**config.mk**
```make
export PLATFORM = sky130hd
export DESIGN_NAME = tetris_board_renderer
export DESIGN_NICKNAME = d
export VERILOG_FILES = /design/src/rtl/tetris_board_renderer_pkg.sv /design/src/rtl/tetris_board_renderer_cell_counter.sv /design/src/rtl/tetris_board_renderer.sv
export SDC_FILE = /design/constraint.sdc
export NUM_CORES = 1
export LEC_CHECK = 0
export BUFFER_PORTS_ARGS = -buffer_cell sky130_fd_sc_hd__buf_2
export CORE_MARGIN = 2
export CORE_UTILIZATION = 43
export CTS_CLUSTER_DIAMETER = 60
export DETAILED_ROUTE_END_ITERATION = 10
export MAX_ROUTING_LAYER = met4
export PLACE_DENSITY_LB_ADDON = 0.25
export SYNTH_ARGS = -nofsm -noshare
export SYNTH_HDL_FRONTEND = slang
export SYNTH_HIERARCHICAL = 1
export SYNTH_SLANG_ARGS = --single-unit
```
**constraint.sdc**
```tcl
create_clock -name i_pixel_clk -period 12.2 [get_ports i_pixel_clk]
set_input_delay 2.44 -clock i_pixel_clk [delete_from_list [all_inputs] [get_ports i_pixel_clk]]
set_output_delay 2.44 -clock i_pixel_clk [all_outputs]
set_load 0.02 [all_outputs]
```
**src/rtl/tetris_board_renderer_pkg.sv**
```systemverilog
// Shared cell codes, palette and pipeline bundle
// types for the Tetris board renderer.
package tetris_board_renderer_pkg;

   typedef logic [2:0]  cell_t;
   typedef logic [23:0] rgb_t;

   localparam int DE = 2;
   localparam int VS = 1;
   localparam int HS = 0;

   localparam rgb_t PAL_EMPTY  = 24'h101010;
   localparam rgb_t PAL_I      = 24'h00FFFF;
   localparam rgb_t PAL_O      = 24'hFFFF00;
   localparam rgb_t PAL_T      = 24'hA000F0;
   localparam rgb_t PAL_S      = 24'h00F000;
   localparam rgb_t PAL_Z      = 24'hF00000;
   localparam rgb_t PAL_J      = 24'h0000F0;
   localparam rgb_t PAL_L      = 24'hF0A000;
   localparam rgb_t GRID_RGB   = 24'h303030;
   localparam rgb_t BORDER_RGB = 24'h808080;
   localparam rgb_t BLACK_RGB  = 24'h000000;

   typedef struct packed {
      logic [2:0] hve;
      logic       inb;
      logic       brd;
      logic       grid;
      logic       tick;
   } stage_t;

   function automatic rgb_t palette(cell_t c);
      rgb_t rgb;
      rgb = PAL_EMPTY;
      unique case (c)
         3'd0: rgb = PAL_EMPTY;
         3'd1: rgb = PAL_I;
         3'd2: rgb = PAL_O;
         3'd3: rgb = PAL_T;
         3'd4: rgb = PAL_S;
         3'd5: rgb = PAL_Z;
         3'd6: rgb = PAL_J;
         3'd7: rgb = PAL_L;
      endcase
      return rgb;
   endfunction

endpackage

```
**src/rtl/tetris_board_renderer_cell_counter.sv**
```systemverilog
// Divider-free position counter: pixel-in-cell and
// cell index, presented for the current pixel.
module cell_counter
   import tetris_board_renderer_pkg::*;
#(
   parameter int CELL_SIZE = 32,
   parameter int IDX_W     = 4,
   parameter int PIX_W     = $clog2(CELL_SIZE + 1)
) (
   input  logic             i_pixel_clk,
   input  logic             i_rst,
   input  logic             load,
   input  logic             adv,
   output logic [PIX_W-1:0] pix,
   output logic [IDX_W-1:0] idx,
   output logic             wrap
);

   localparam logic [PIX_W-1:0] PIX_LAST =
      PIX_W'(CELL_SIZE - 1);

   logic [PIX_W-1:0] pix_q;
   logic [IDX_W-1:0] idx_q;

   assign wrap = adv && !load && (pix_q == PIX_LAST);

   always_comb begin
      pix = pix_q;
      idx = idx_q;
      if (load) begin
         pix = '0;
         idx = '0;
      end else if (wrap) begin
         pix = '0;
         idx = idx_q + 1'b1;
      end else if (adv) begin
         pix = pix_q + 1'b1;
      end
   end

   always_ff @(posedge i_pixel_clk) begin
      if (i_rst) begin
         pix_q <= '0;
         idx_q <= '0;
      end else begin
         pix_q <= pix;
         idx_q <= idx;
      end
   end

endmodule

```
**src/rtl/tetris_board_renderer.sv**
```systemverilog
// Raster-to-RGB stage: playfield lookup through an
// external board RAM, grid, border, sync delay.
module tetris_board_renderer
   import tetris_board_renderer_pkg::*;
#(
   parameter int H_RES     = 1280,
   parameter int V_RES     = 1024,
   parameter int CELL_SIZE = 32,
   parameter int BOARD_W   = 10,
   parameter int BOARD_H   = 20,
   parameter int ORIGIN_X  = 480,
   parameter int ORIGIN_Y  = 192,
   parameter int BORDER    = 4,
   parameter int ADDR_W    = 8
) (
   input  logic               i_pixel_clk,
   input  logic               i_rst,
   input  logic [2:0]         i_hve,
   input  logic signed [12:0] i_x,
   input  logic signed [12:0] i_y,
   output logic [ADDR_W-1:0]  o_cell_addr,
   output logic               o_cell_rd_en,
   input  logic [2:0]         i_cell_data,
   output logic [2:0]         o_hve,
   output logic [23:0]        o_rgb,
   output logic               o_frame_tick
);

   localparam int BW_PX = BOARD_W * CELL_SIZE;
   localparam int BH_PX = BOARD_H * CELL_SIZE;
   localparam int CX_W  = $clog2(BOARD_W + 1);
   localparam int RY_W  = $clog2(BOARD_H + 1);
   localparam int PX_W  = $clog2(CELL_SIZE + 1);

   typedef logic signed [12:0] coord_t;

   localparam coord_t X_LO  = coord_t'(ORIGIN_X);
   localparam coord_t X_HI  = coord_t'(ORIGIN_X + BW_PX);
   localparam coord_t Y_LO  = coord_t'(ORIGIN_Y);
   localparam coord_t Y_HI  = coord_t'(ORIGIN_Y + BH_PX);
   localparam coord_t BX_LO = coord_t'(ORIGIN_X - BORDER);
   localparam coord_t BX_HI =
      coord_t'(ORIGIN_X + BW_PX + BORDER);
   localparam coord_t BY_LO = coord_t'(ORIGIN_Y - BORDER);
   localparam coord_t BY_HI =
      coord_t'(ORIGIN_Y + BH_PX + BORDER);
   localparam coord_t X_LAST = coord_t'(H_RES - 1);
   localparam coord_t Y_LAST = coord_t'(V_RES - 1);

   logic x_org, y_org, x_in, y_in, bx_in, by_in;
   logic col_load, col_adv, row_load, row_adv;
   logic col_wrap, row_wrap;
   logic [PX_W-1:0] px, py;
   logic [CX_W-1:0] cx;
   logic [RY_W-1:0] ry;
   logic [ADDR_W-1:0] row_base, row_base_q;
   logic row_sync, row_sync_q;
   logic in_board, border, grid, tick;
   stage_t s1, s2;
   rgb_t rgb_c;

   assign x_org = (i_x == X_LO);
   assign y_org = (i_y == Y_LO);
   assign x_in  = (i_x >= X_LO) && (i_x < X_HI);
   assign y_in  = (i_y >= Y_LO) && (i_y < Y_HI);
   assign bx_in = (i_x >= BX_LO) && (i_x < BX_HI);
   assign by_in = (i_y >= BY_LO) && (i_y < BY_HI);

   assign col_load = x_org;
   assign col_adv  = x_in && !x_org;
   assign row_load = x_org && y_org;
   assign row_adv  = x_org && y_in && !y_org;

   cell_counter #(
      .CELL_SIZE (CELL_SIZE),
      .IDX_W     (CX_W)
   ) u_col (
      .i_pixel_clk (i_pixel_clk),
      .i_rst       (i_rst),
      .load        (col_load),
      .adv         (col_adv),
      .pix         (px),
      .idx         (cx),
      .wrap        (col_wrap)
   );

   cell_counter #(
      .CELL_SIZE (CELL_SIZE),
      .IDX_W     (RY_W)
   ) u_row (
      .i_pixel_clk (i_pixel_clk),
      .i_rst       (i_rst),
      .load        (row_load),
      .adv         (row_adv),
      .pix         (py),
      .idx         (ry),
      .wrap        (row_wrap)
   );

   logic unused_ok;
   assign unused_ok = &{1'b0, col_wrap};

   always_comb begin
      row_base = row_base_q;
      if (row_load)
         row_base = '0;
      else if (row_wrap)
         row_base = row_base_q + ADDR_W'(BOARD_W);
   end

   // No board reads until a full frame top has been seen.
   assign row_sync = row_sync_q | row_load;

   assign in_board = i_hve[DE] && row_sync
                  && x_in && y_in
                  && (cx < CX_W'(BOARD_W))
                  && (ry < RY_W'(BOARD_H));
   assign border = i_hve[DE] && bx_in && by_in
                && !(x_in && y_in);
   assign grid = (px == '0) || (py == '0);
   assign tick = (i_x == X_LAST) && (i_y == Y_LAST);

   always_comb begin
      rgb_c = BLACK_RGB;
      unique case (1'b1)
         s2.inb:
            rgb_c = (i_cell_data == 3'd0 && s2.grid)
                  ? GRID_RGB : palette(i_cell_data);
         s2.brd:
            rgb_c = BORDER_RGB;
         default:
            rgb_c = BLACK_RGB;
      endcase
   end

   always_ff @(posedge i_pixel_clk) begin
      if (i_rst) begin
         row_base_q   <= '0;
         row_sync_q   <= 1'b0;
         o_cell_addr  <= '0;
         o_cell_rd_en <= 1'b0;
         s1           <= '0;
         s2           <= '0;
         o_hve        <= '0;
         o_rgb        <= '0;
         o_frame_tick <= 1'b0;
      end else begin
         row_base_q   <= row_base;
         row_sync_q   <= row_sync;
         o_cell_rd_en <= in_board;
         if (in_board)
            o_cell_addr <= row_base + ADDR_W'(cx);
         s1.hve       <= i_hve;
         s1.inb       <= in_board;
         s1.brd       <= border;
         s1.grid      <= grid;
         s1.tick      <= tick;
         s2           <= s1;
         o_hve        <= s2.hve;
         o_rgb        <= rgb_c;
         o_frame_tick <= s2.tick;
      end
   end

endmodule

```
==> results.py, run 1 <==
metrics = {
    "cells_and_area": {
        "layout_commonest_cell": "dfxtp_1",
        "finalNetCount": 506,
        "area_growth_pct": 15.7,
        "drive_above_1_share": 0.229,
        "mostFrequentLayoutCells": "dfxtp_1, buf_2, nor2_1, a21oi_1, nor2b_1",
        "multi_input_comb_area_um2": 1910,
        "nFillCells": 792,
        "final_core_util": 0.504,
        "regArea_um2": 1420,
        "final_cells": 568,
        "diodes": 0,
    },
    "synthesis": {
        "synth_area_per_cell_um2": 8.71,
        "syn_area_um2": 3530,
        "synth_cells": 405,
        "yosysWarnings": 6,
        "synth_fp_nets": 453,
    },
    "timing": {
        "rsz0062_at_grt": "no",
        "hold_viol_final": 0,
        "relSlewSlack": 0.283,
        "clock_skew_ns": 0.00963,
        "drv_slew": 0,
        "worst_slack_ns": 4.43,
        "fmax_ghz": 0.129,
        "setup_violations": 0,
        "tns_ns": 0,
        "tightest_slew_ns": 1.06,
        "period_needed_ns": 7.77,
        "period_share": 0.637,
    },
    "cts": {
        "cts_tree": "yes",
        "postCtsSetupBuffers": 0,
        "holdBufCountCts": 0,
        "cts_repair_resize_count": 0,
        "clockBufferDepth": 2,
        "cts_root_buf": "clkbuf_8",
        "path_clk_slew_ns": 0.08,
        "clkSinkCount": 71,
        "cts_made_buffers": 9,
        "cts-htree-levels": 3,
        "insertion_delay_ns": 0.34,
    },
    "power_and_ir_drop": {
        "leakage_nw": 1.70,
        "power_density_nw_per_um2": 114,
        "total_power_mw": 0.464,
        "ir_worst_vdd_mv": 0.0469,
        "combPwrFrac": 0.053,
        "sw_frac_of_total": 0.216,
        "p_seq_frac": 0.503,
        "p_int_mw": 0.364,
        "switchingPower_mw": 0.100,
        "p_clk_frac": 0.443,
    },
    "worst_setup_path": {
        "cp.arrival_ns": 8.03,
        "crit_fanout": 14,
        "worstPathRequired_ns": 12.46,
        "cp-end-kind": "flop",
        "path_class": "in -> reg",
        "startpoint_type": "primary input",
    },
    "placed_design": {
        "hpwl_mm": 5.57,
        "place_congestion": 0.821,
        "pre_cts_ws_ns": 4.17,
        "placedCellCount": 552,
        "port_buffers": 70,
    },
    "job": {
        "maxCapViolations": 0,
    },
    "run_status": {
        "status": "finished clean",
    },
    "routing": {
        "wl_mm": 7.38,
        "routedWlPerCell_um": 13.0,
        "ant_nets": 0,
        "vias": 3009,
        "drc": 0,
        "first_pass_iters": 4,
        "via_per_inst": 5.30,
        "drt_iter0_drc": 73,
    },
    "global_route": {
        "grt_pass1_wl_mm": 12.5,
        "antenna_found_initial": 0,
        "grt_pass1_vias": 2878,
        "grt_max_degree": 33,
        "grtUsageTotal": 0.181,
        "grt_overflow": 0,
    },
    "floorplanning": {
        "die_w_um": 94.6,
        "fp.dieH_um": 94.6,
        "initial_core_util": 0.436,
        "core_area_um2": 8090,
        "rows": 33,
        "io_pins": 71,
        "dieArea_um2": 8950,
    },
    "min_path": {
        "hold_class": "reg -> reg",
    },
}
## path summary, 6_finish.rpt
path                                startpoint              to  slack, ns  depth (start not counted)
worst max-delay path                    i_x[2]  o_cell_addr[6]       4.43                         16
worst min-delay path                     s1[4]           s2[4]       0.44                          1
worst max register to register  u_row/pix_q[0]  o_cell_addr[6]       8.54                         12
worst min register to register           s1[4]           s2[4]       0.44                          1
## worst max-delay path: stages
cell	delay, ns
buf_2	0.10
nor3_1	0.24
and4_1	0.36
nor2b_1	0.76
nor4b_1	0.92
nand4_1	0.62
nor2_1	0.60
xnor2_1	0.14
or2_2	0.34
fa_1	0.44
nor2b_1	0.11
o21ai_0	0.10
a211oi_1	0.29
xor2_1	0.09
or3_1	0.31
a21oi_1	0.14
## metrics by stage
stage          hold slack (ns)  cell area [µm²]
2_1_floorplan            0.414             3530
3_3_place_gp             0.418             3860
3_5_place_dp             0.424             3860
4_1_cts                  0.437             4080
5_1_grt                  0.456             4080
6_report                 0.436             4080
## final cells by class
cell class / instances / share of cell area
flip-flops and latches: 71 / 0.348
clock inverters: 5 / 0.0199
inverters: 11 / 0.0101
clock buffers: 11 / 0.0346
repair buffers: 70 / 0.0858
multi-input cells: 295 / 0.469
well taps: 105 / 0.0322
## registers in the layout (all words and copies together), names as in the netlist
signal / cells
o_cell_addr: 8
o_frame_tick: 1
o_hve: 3
o_rgb: 15
row_base_q: 8
row_sync_q: 1
s1: 7
s2: 7
u_col/idx_q: 4
u_col/pix_q: 6
u_row/idx_q: 5
u_row/pix_q: 6
## power by group through the flow
stage | Clock [mW] | Combinational, mW | Sequential (mW)
after floorplan | 0 | 0.0139 | 0.239
after global placement | 0 | 0.0244 | 0.239
after detailed placement | 0 | 0.0248 | 0.239
after CTS | 0.211 | 0.0249 | 0.234
after global routing | 0.221 | 0.0280 | 0.234
final | 0.206 | 0.0248 | 0.234
## routing by layer
metal	global-route usage	up-vias	wire length, µm
met5	-	-	0
met4	0.0785	0	59
met3	0.0303	4	390
met2	0.307	73	3520
met1	0.211	1408	3410
li1	-	1524	-
Note: power is estimated with default switching activity, not from simulation.
==> inputs of run 2 (changes only) <==
- clock period: 12.2 -> 7.1 ns (I/O delays scaled with it)
==> results.py, run 2 (synthesis gave the netlist of run 1 again) <==
metrics = {
    "timing": {
        "worst_slack_ns": 1.52,
        "fmax_ghz": 0.179,
        "period_share": 0.786,
        "hold_viol_final": 0,
        "relSlewSlack": 0.478,
        "period_needed_ns": 5.58,
        "rsz0062_at_grt": "no",
        "tightest_slew_ns": 0.777,
        "clock_skew_ns": 0.0116,
        "drv_slew": 0,
        "tns_ns": 0,
        "setup_violations": 0,
    },
    "floorplanning": {
        "io_pins": 71,
        "rows": 33,
        "core_area_um2": 8090,
        "fp.dieH_um": 94.6,
        "initial_core_util": 0.436,
        "dieArea_um2": 8950,
        "die_w_um": 94.6,
    },
    "cts": {
        "clkSinkCount": 71,
        "cts_tree": "yes",
        "cts_repair_resize_count": 0,
        "cts-htree-levels": 3,
        "clockBufferDepth": 2,
        "holdBufCountCts": 0,
        "insertion_delay_ns": 0.35,
        "path_clk_slew_ns": 0.07,
        "cts_root_buf": "clkbuf_8",
        "cts_made_buffers": 9,
        "postCtsSetupBuffers": 0,
    },
    "cells_and_area": {
        "mostFrequentLayoutCells": "dfxtp_1, buf_2, nor2_1, a21oi_1, nor2b_1",
        "layout_commonest_cell": "dfxtp_1",
        "area_growth_pct": 15.7,
        "postLayoutCellArea_um2": 4080,
        "largest_reg_flops": 15,
        "diodes": 0,
        "multi_input_comb_area_um2": 1910,
        "nFillCells": 793,
        "final_core_util": 0.504,
        "largest-register": "o_rgb",
        "drive_above_1_share": 0.234,
        "finalNetCount": 508,
        "largestRegisters": "o_rgb (15), o_cell_addr (8), row_base_q (8)",
        "regArea_um2": 1420,
    },
    "worst_setup_path": {
        "cp.arrival_ns": 5.85,
        "rr_endpoint": "o_cell_addr[6]",
        "reg2reg_slack_ns": 3.48,
        "slowest_delay_ns": 0.58,
        "crit_cells": 18,
        "rr_startpoint": "u_row/pix_q[0]",
        "worstPathRequired_ns": 7.37,
        "critPathBufInv": 3,
        "path_class": "in -> reg",
        "reg2reg_depth": 12,
        "slowest_stage": "nor2_1",
        "path_cells": "buf_2 > nor3_1 > and4_1 > nor2b_1 > buf_4 > nor4b_1 > buf_4 > nand4_1 > nor2_1 > xnor2_1 > or2_2 > fa_1 > nor2b_1 > o21ai_0 > a211oi_1 > xor2_1 > or3_1 > a21oi_1",
        "crit_fanout": 14,
        "cp-end-kind": "flop",
        "cp_top_family": "simple AND/OR/NAND/NOR gates",
        "startpoint_type": "primary input",
    },
    "min_path": {
        "hp-start": "row_base_q[0]",
        "min_path_cells": 2,
        "hold_class": "reg -> reg",
        "hold-path-endpoint": "row_base_q[0]",
    },
    "global_route": {
        "grt_pass1_wl_mm": 11.8,
        "grt_max_degree": 33,
        "grt_overflow": 0,
        "grt_pass1_vias": 2613,
        "grtUsageTotal": 0.174,
        "antenna_found_initial": 0,
    },
    "job": {
        "maxCapViolations": 0,
    },
    "power_and_ir_drop": {
        "p_int_mw": 0.599,
        "p_seq_frac": 0.518,
        "leakage_nw": 1.71,
        "p_clk_frac": 0.426,
        "total_power_mw": 0.775,
        "ir_worst_vdd_mv": 0.0919,
        "combPwrFrac": 0.056,
        "power_density_nw_per_um2": 190,
        "switchingPower_mw": 0.176,
        "sw_frac_of_total": 0.227,
    },
    "placed_design": {
        "hpwl_mm": 5.52,
        "place_congestion": 0.825,
        "pre_cts_ws_ns": 1.18,
        "placed_area_um2": 3870,
        "port_buffers": 70,
    },
    "routing": {
        "first_pass_iters": 5,
        "wl_mm": 7.34,
        "ant_nets": 0,
        "drt_iter0_drc": 99,
        "routedWlPerCell_um": 12.9,
        "drc": 0,
        "via_per_inst": 5.27,
        "vias": 3002,
    },
    "run_status": {
        "status": "finished clean",
    },
}
## run 2: cell count changes in the layout (fill, tap and decap cells not counted), sizes merged
| cell | delta |
|---|---|
| clkinv | +1 |
| buf | +2 |
| bufinv | -1 |
## run 2: how the worst max path moves through the flow
stage	startpoint	to	slack (ns)
6_report	i_x[2]	o_cell_addr[6]	1.52
5_1_grt	i_x[2]	o_cell_addr[6]	1.06
4_1_cts	i_x[2]	o_cell_addr[6]	1.50
3_5_place_dp	i_x[2]	o_cell_addr[6]	1.18
3_3_place_gp	i_x[2]	o_cell_addr[6]	1.35
2_1_floorplan	i_x[2]	o_cell_addr[6]	1.94
## run 2: power groups by stage
stage          Clock, mW  Sequential [mW]  Combinational (mW)
5_1_grt            0.353            0.402              0.0477
3_5_place_dp           0            0.411              0.0428
2_1_floorplan          0            0.411              0.0239
6_report           0.330            0.402              0.0430
3_3_place_gp           0            0.411              0.0419
4_1_cts            0.338            0.402              0.0431
## run 2: per-layer routing
metal,global-route usage,vias to the layer above,wire length (µm)
li1,-,1530,-
met1,0.215,1379,3420
met2,0.270,81,3270
met3,0.0415,12,504
met4,0.0809,0,136
met5,-,-,0
## run 2: through the flow
step           cells  hold slack, ns
3_3_place_gp     554           0.418
6_report         570           0.437
5_1_grt          570           0.449
3_5_place_dp     554           0.426
2_1_floorplan    405           0.414
4_1_cts          570           0.442
## run 2: final cells by class
cell class	count	share of cell area
tap	105	0.0322
inverter	11	0.0101
timing repair buffer	72	0.0895
clock inverter	5	0.0138
sequential	71	0.348
multi-input combinational	295	0.469
clock buffer	11	0.0371
## run 2: worst register-to-register path: stages, from the launching register on
cell and delay (ns):
dfxtp_1 0.40, ha_1 0.24, nand4_1 0.36, nor2_1 0.58
xnor2_1 0.17, or2_2 0.34, fa_1 0.44, nor2b_1 0.11
o21ai_0 0.10, a211oi_1 0.28, xor2_1 0.09, or3_1 0.31
a21oi_1 0.13
==> inputs of run 3 (changes only) <==
- clock period: 7.1 -> 4.5 ns (I/O delays scaled with it)
==> results.py, run 3 (synthesis gave the netlist of run 1 again) <==
metrics = {
    "power_and_ir_drop": {
        "switchingPower_mw": 0.282,
        "sw_frac_of_total": 0.245,
        "p_int_mw": 0.873,
        "leakage_nw": 1.76,
        "combPwrFrac": 0.060,
        "ir_worst_vdd_mv": 0.154,
        "p_clk_frac": 0.391,
        "p_seq_frac": 0.548,
        "power_density_nw_per_um2": 278,
    },
    "cts": {
        "path_clk_slew_ns": 0.07,
        "insertion_delay_ns": 0.34,
        "cts_tree": "yes",
        "clockBufferDepth": 2,
        "clkSinkCount": 71,
        "cts_made_buffers": 9,
        "postCtsSetupBuffers": 0,
        "cts_root_buf": "clkbuf_8",
        "cts-htree-levels": 3,
    },
    "routing": {
        "routedWlPerCell_um": 13.0,
        "drc": 0,
        "first_pass_iters": 4,
        "drt_iter0_drc": 89,
        "vias": 3010,
        "ant_nets": 0,
        "wl_mm": 7.56,
        "via_per_inst": 5.16,
    },
    "worst_setup_path": {
        "crit_fanout": 5,
        "path_class": "in -> reg",
        "cp.arrival_ns": 4.31,
        "reg2reg_slack_ns": 1.38,
        "startpoint_type": "primary input",
        "cp-end-kind": "flop",
        "worstPathRequired_ns": 4.78,
    },
    "cells_and_area": {
        "postLayoutCellArea_um2": 4160,
        "area_growth_pct": 17.9,
        "largest-register": "o_rgb",
        "mostFrequentLayoutCells": "dfxtp_1, buf_2, nor2_1, a21oi_1, nor2b_1",
        "finalNetCount": 522,
        "nFillCells": 788,
        "largestRegisters": "o_rgb (15), o_cell_addr (8), row_base_q (8)",
        "diodes": 0,
        "regArea_um2": 1420,
        "largest_reg_flops": 15,
        "drive_above_1_share": 0.259,
        "final_core_util": 0.514,
        "final_cells": 583,
        "layout_commonest_cell": "dfxtp_1",
        "multi_input_comb_area_um2": 1920,
    },
    "min_path": {
        "hold_class": "reg -> reg",
    },
    "timing": {
        "drv_slew": 0,
        "tns_ns": 0,
        "relSlewSlack": 0.620,
        "clock_skew_ns": 0.00382,
        "rsz0062_at_grt": "no",
        "fmax_ghz": 0.248,
        "tightest_slew_ns": 0.569,
        "setup_violations": 0,
        "hold_ws_ns": 0.440,
        "period_needed_ns": 4.04,
        "period_share": 0.897,
        "hold_viol_final": 0,
    },
    "global_route": {
        "antenna_found_initial": 0,
        "grtUsageTotal": 0.185,
        "grt_pass1_vias": 2806,
        "grt_pass1_wl_mm": 12.7,
        "grt_max_degree": 33,
        "grt_overflow": 0,
    },
    "run_status": {
        "status": "finished clean",
    },
    "placed_design": {
        "port_buffers": 70,
        "placedCellCount": 568,
        "placed_area_um2": 3980,
        "hpwl_mm": 5.65,
        "place_congestion": 0.872,
    },
    "floorplanning": {
        "rows": 33,
        "io_pins": 71,
        "die_w_um": 94.6,
        "core_area_um2": 8090,
        "fp.dieH_um": 94.6,
        "initial_core_util": 0.436,
        "dieArea_um2": 8950,
    },
    "job": {
        "maxCapViolations": 0,
    },
}
## run 3: repair_timing
action	CTS	global route
hold buffers	0	0
setup endpoints to repair	0	1
gates resized for setup	0	1
## run 3: metal layers
metal,global-route usage,vias to the layer above,part of all wire
li1,-,1546,-
met1,0.217,1380,0.46
met5,-,-,0
met3,0.0455,15,0.046
met2,0.301,69,0.47
met4,0.0809,0,0.022
## run 3: final cells by class
cell class	count	share of cell area
multi-input cells	295	0.462
flip-flops and latches	71	0.342
clock buffers	10	0.0331
clock inverters	5	0.00812
well taps	105	0.0316
inverters	11	0.00993
repair buffers	86	0.113
## run 3: final timing paths
check / cells past startpoint / start / to
min: 1 / s2[6] / o_hve[2]
max: 15 / i_x[11] / o_cell_addr[6]
max reg2reg: 13 / u_col/pix_q[0] / o_cell_addr[6]
min reg2reg: 1 / s2[6] / o_hve[2]
## run 3: power groups by stage
stage | Sequential, mW | Clock (mW) | Combinational (mW)
finish | 0.634 | 0.452 | 0.0696
global route | 0.634 | 0.497 | 0.0776
CTS | 0.633 | 0.468 | 0.0692
detailed placement | 0.648 | 0 | 0.0687
global placement | 0.648 | 0 | 0.0679
floorplan | 0.649 | 0 | 0.0377
## run 3: metrics by stage
stage               setup WS, ns  power [mW]
floorplan                0.00374       0.687
global placement           0.102       0.716
detailed placement        0.0919       0.717
CTS                        0.373        1.17
global route               0.105        1.21
finish                     0.464        1.16
## run 3: critical path: stages
cell	delay, ns
buf_2	0.11
or3_1	0.42
nor3_1	0.29
buf_4	0.17
buf_4	0.13
and4_2	0.25
and3_1	0.21
mux2_2	0.36
ha_1	0.35
nor2b_1	0.14
o21ai_0	0.10
a211oi_1	0.33
xor2_1	0.11
or3_1	0.31
a21oi_1	0.13
